===== config.mk =====
export PLATFORM = sky130hd
export DESIGN_NAME = fir_filter
export DESIGN_NICKNAME = d
export VERILOG_FILES = /design/src/rtl/fir_pkg.sv /design/src/rtl/fir_delay_line.sv /design/src/rtl/fir_filter.sv
export SDC_FILE = /design/constraint.sdc
export NUM_CORES = 2
export LEC_CHECK = 0
export ABC_AREA = 1
export CAP_MARGIN = 0
export CORE_ASPECT_RATIO = 1.25
export CORE_MARGIN = 5
export CORE_UTILIZATION = 25
export CTS_BUF_LIST = sky130_fd_sc_hd__clkbuf_4 sky130_fd_sc_hd__clkbuf_8
export DETAILED_ROUTE_END_ITERATION = 6
export PLACE_DENSITY = 0.46
export SLEW_MARGIN = 20
export SYNTH_ARGS = -nofsm -noshare
export SYNTH_HDL_FRONTEND = slang
export SYNTH_SLANG_ARGS = --single-unit

===== constraint.sdc =====
create_clock -name clk -period 5.2 [get_ports clk]
set_input_delay 0.52 -clock clk [delete_from_list [all_inputs] [get_ports clk]]
set_output_delay 0.52 -clock clk [all_outputs]
set_load 0.05 [all_outputs]

===== src/rtl/fir_pkg.sv =====
// Shared widths, types and arithmetic helper for the 4-tap FIR filter.
package fir_pkg;

    localparam int NUM_TAPS = 4;
    localparam int DATA_W   = 16;
    localparam int COEF_W   = 16;
    localparam int OUT_W    = DATA_W + COEF_W;

    typedef logic [DATA_W-1:0] sample_t;
    typedef logic [COEF_W-1:0] coef_t;
    typedef logic [OUT_W-1:0]  acc_t;

    // Unsigned full-width product; both operands are widened first so the
    // multiply is evaluated at OUT_W bits and nothing is lost.
    function automatic acc_t mul_tap(input sample_t s, input coef_t c);
        return acc_t'(s) * acc_t'(c);
    endfunction

endpackage


===== src/rtl/fir_delay_line.sv =====
// Enable-gated sample history for the FIR. Exposes NUM_TAPS taps: tap 0 is
// the sample being offered this cycle and taps 1..NUM_TAPS-1 are the previous
// accepted samples, newest first. Products for an accepted sample are formed
// on the same edge that shifts it in, so this window is exactly what the
// multipliers need and the oldest sample never has to be stored.
module fir_delay_line
    import fir_pkg::*;
(
    input  logic    clk,
    input  logic    rst,
    input  logic    en,
    input  sample_t din,
    output sample_t taps [NUM_TAPS-1:0]
);

    sample_t hist [NUM_TAPS-2:0];

    // Shift the history by one accepted sample; clear it on reset.
    always_ff @(posedge clk) begin
        if (!rst) begin
            // NOTE: this is a small register array, not a RAM, so it is
            // cleared on reset; that is what makes pre-reset history read as zero.
            for (int k = 0; k < NUM_TAPS - 1; k++) begin
                hist[k] <= '0;
            end
        end else if (en) begin
            // NOTE: non-blocking, so each stage takes its neighbour's old value
            // and the whole line moves exactly one place per accepted sample.
            hist[0] <= din;
            for (int k = 1; k < NUM_TAPS - 1; k++) begin
                hist[k] <= hist[k-1];
            end
        end
    end

    // Present the live input as the newest tap ahead of the stored history.
    always_comb begin
        // NOTE: every element is assigned on every pass, so no latch is inferred.
        taps[0] = din;
        for (int k = 1; k < NUM_TAPS; k++) begin
            taps[k] = hist[k-1];
        end
    end

endmodule


===== src/rtl/fir_filter.sv =====
// 4-tap direct-form FIR on unsigned samples with live coefficients.
// Stage 0 registers one product per tap for each accepted sample; stage 1
// sums them (wrapping at OUT_W) into signal_out with a one-cycle valid_out.
module fir_filter
    import fir_pkg::*;
(
    input  logic    clk,
    input  logic    rst,
    input  logic    valid_in,
    input  coef_t   coeffs [NUM_TAPS-1:0],
    input  sample_t signal,
    output logic    valid_out,
    output acc_t    signal_out
);

    sample_t taps [NUM_TAPS-1:0];
    acc_t    prod [NUM_TAPS-1:0];
    acc_t    sum;
    logic    v1;

    fir_delay_line u_delay_line (
        .clk  (clk),
        .rst  (rst),
        .en   (valid_in),
        .din  (signal),
        .taps (taps)
    );

    // Stage 0: capture coeffs[k]*x[n-k] for an accepted sample and flag it.
    // Products are taken with the coefficients present on the accepting edge,
    // so a later coefficient change never disturbs a sample already in flight.
    always_ff @(posedge clk) begin
        if (!rst) begin
            for (int k = 0; k < NUM_TAPS; k++) begin
                prod[k] <= '0;
            end
            v1 <= 1'b0;
        end else begin
            v1 <= valid_in;
            if (valid_in) begin
                for (int k = 0; k < NUM_TAPS; k++) begin
                    prod[k] <= mul_tap(taps[k], coeffs[k]);
                end
            end
        end
    end

    // Adder tree over the registered products; overflow wraps at OUT_W.
    always_comb begin
        sum = '0;
        for (int k = 0; k < NUM_TAPS; k++) begin
            sum = sum + prod[k];
        end
    end

    // Stage 1: publish the sum with a single-cycle valid; hold it otherwise.
    always_ff @(posedge clk) begin
        if (!rst) begin
            valid_out  <= 1'b0;
            signal_out <= '0;
        end else begin
            valid_out <= v1;
            if (v1) begin
                signal_out <= sum;
            end
        end
    end

endmodule


==> flow_metrics.py <==
metrics = {
    "layout": {
        "layout_commonest_cell": "inv_1",
        "area_growth_syn_to_layout_pct": 30.9,
        "drive_above_1_share_pct": 23.0,
        "seqCellArea_mm2": 0.00597,
        "fin_util_pct": 32.9,
        "layout_common_cells": "inv_1 (1609), nand2_1 (1527), fa_1 (790)",
        "fill_cells": 20200,
        "multi_input_area_mm2": 0.0373,
        "instances_no_fill": 9418,
        "nets": 8228,
    },
    "outcome": {
        "status": "complete, but fails checks",
        "violations": "negative setup slack",
    },
    "global_routing": {
        "grt_overflow": 0,
        "grt_pass1_vias": 42600,
        "antenna_found_initial": 5,
        "track_usage_pct": 15.1,
        "grt_pass1_wl_mm": 236,
        "grt_max_degree": 52,
    },
    "placed_design": {
        "io_buffers": 115,
        "pre_cts_slack_ns": -1.06,
        "hpwlAfterDp_mm": 126,
        "place_inst": 9225,
        "gp_congestion": 0.855,
    },
    "floorplan": {
        "row_count": 178,
        "die_h_um": 497,
        "core_area_mm2": 0.188,
        "design.portCount": 116,
        "die_x_um": 399,
        "die_area_mm2": 0.198,
        "initial_core_util_pct": 25.1,
    },
    "routing": {
        "detail-route-antenna-nets": 0,
        "drc": 0,
        "viasPerCell": 4.21,
        "totalWireLength_mm": 150,
        "first_iter_violations": 1785,
        "routedWlPerCell_um": 15.9,
        "drt-pass1-iter-count": 5,
        "num_vias": 39600,
    },
    "sta": {
        "rsz0062_at_grt": "true",
        "worst_slew_pin_slew_ns": 0.726,
        "fin_crit_sh_pct": 105,
        "finalCriticalPeriod_ns": 5.48,
        "maxSlewViolCount": 0,
        "tns_ns": -8.92,
        "slew_headroom_pct": 51.6,
        "fin_ws_ns": -0.283,
        "finalHoldViolCount": 0,
        "fmax_ghz": 0.182,
        "finalSetupViolCount": 58,
        "fin_worst_skew_ns": 0.0306,
    },
    "cts": {
        "cts_root_buffer": "clkbuf_8",
        "cts_num_sinks": 210,
        "cts_tree": "done",
        "cts_buffer_depth": 3,
        "clk_pin_slew_ns": 0.06,
        "cts_made_buffers": 41,
        "htreeDepth": 2,
        "clk_latency_ns": 0.63,
        "cts_hold_buf": 0,
    },
    "flow_run": {
        "maxCapViolCount": 0,
    },
    "setup_path": {
        "max_stage_delay_ns": 0.54,
        "cp-start-kind": "flip-flop",
        "cp_slowest_cell": "fa_1",
        "cp.required_ns": 5.57,
        "worstSetupEndpointType": "flip-flop",
        "cp_common_cell": "fa_1",
        "worstPathArrival_ns": 5.85,
        "crit_type": "flip-flop to flip-flop",
        "cp_max_fo": 5,
    },
    "synth": {
        "syn_avg_cell_area_um2": 7.60,
        "yosys_warnings": 0,
        "ys_types": 35,
        "syn_nets": 7596,
        "synth_seq_cells": 210,
        "synthesis.area_mm2": 0.0474,
        "ys_seq_area_share_pct": 12.6,
        "syn_inst": 6228,
    },
    "min_path": {
        "hold_class": "input pin to flip-flop",
    },
}
## final timing paths
kind                                               start                        to  slack [ns]  cells past startpoint
worst max-delay path            u_delay_line.hist[0][37]               prod[3][25]       -0.28                     25
worst min-delay path                          signal[10]  u_delay_line.hist[0][10]        0.41                      4
worst max register to register  u_delay_line.hist[0][37]               prod[3][25]       -0.28                     25
worst min register to register            signal_out[10]            signal_out[10]        0.51                      2
## through the flow
step	hold slack, ns	cell area [um2]
CTS	0.504	59900
global route	0.375	62000
finish	0.413	62000
floorplan	0.561	48900
detailed placement	0.481	56900
global placement	0.471	56900
## cell families after synthesis
logic type / after synthesis / synth area share [%]
AND/OR/NAND/NOR: 2332 / 19.5
buffers and inverters: 2000 / 15.9
adder cells (fa/ha/maj): 1285 / 47.2
AO/OA/AOI/OAI: 369 / 4.22
flip-flops: 210 / 12.6
XOR/XNOR: 32 / 0.592
## what timing repair did
item	CTS	global route
gates cloned	4	5
resized for setup	450	536
pin swaps	152	282
buffers inserted	74	47
setup endpoints to repair	87	89
## worst max-delay path: cells and delay by family (launching register included)
kind	cells	cell delay [ns]
adders and majority gates	7	3.23
buffers and inverters	9	0.71
and+or+nand+nor	7	0.56
DFF	1	0.46
AOI/OAI and AO/OA	2	0.26
## cells in the mapped netlist (all sizes together)
| cell type | count | area (um2) |
|---|---|---|
| a21o | 22 | 165 |
| a21oi | 202 | 1040 |
| a31oi | 2 | 12.5 |
| and2 | 2 | 12.5 |
| buf | 10 | 43.8 |
| clkbuf | 273 | 1020 |
| clkinv | 1 | 3.75 |
| dfxtp | 34 | 681 |
| edfxtp | 176 | 5290 |
| fa | 838 | 16800 |
| ha | 447 | 5590 |
| inv | 1716 | 6440 |
| nand2 | 1701 | 6440 |
| nand2b | 2 | 12.5 |
| nand3 | 142 | 756 |
| nand3b | 9 | 67.6 |
| nand4 | 7 | 43.8 |
| nor2 | 427 | 1650 |
| nor3 | 40 | 235 |
| o21a | 7 | 52.6 |
| o21ai | 118 | 591 |
| o21bai | 18 | 135 |
| or2 | 2 | 12.5 |
| xnor2 | 22 | 193 |
| xor2 | 10 | 87.6 |
## routing by layer
metal | part of all wire (%) | vias to the layer above | track usage, %
met3 | 3.0 | 150 | 1.33
met5 | 0.0093 | - | 0
met2 | 54 | 580 | 29.1
met1 | 40 | 19600 | 18.0
li1 | - | 19300 | -
met4 | 2.5 | 4 | 3.50
## flip-flops by register name, indices dropped and copies added, names as in the netlist
name               cells
v1                     1
prod                 128
valid_out              1
u_delay_line.hist     48
signal_out            32
## layout make-up
class                           instances  area share (%)
Antenna cell                            7          0.0283
Clock buffer                           54            1.09
Clock inverter                         20           0.309
Inverter                             1717            10.4
Multi-Input combinational cell       4018            60.2
Sequential cell                       210            9.63
Tap cell                             2520            5.09
Timing Repair Buffer                  872            13.2
Power is not shown: default switching activity piles up to over one toggle a cycle in this logic, so the estimate is an artifact.
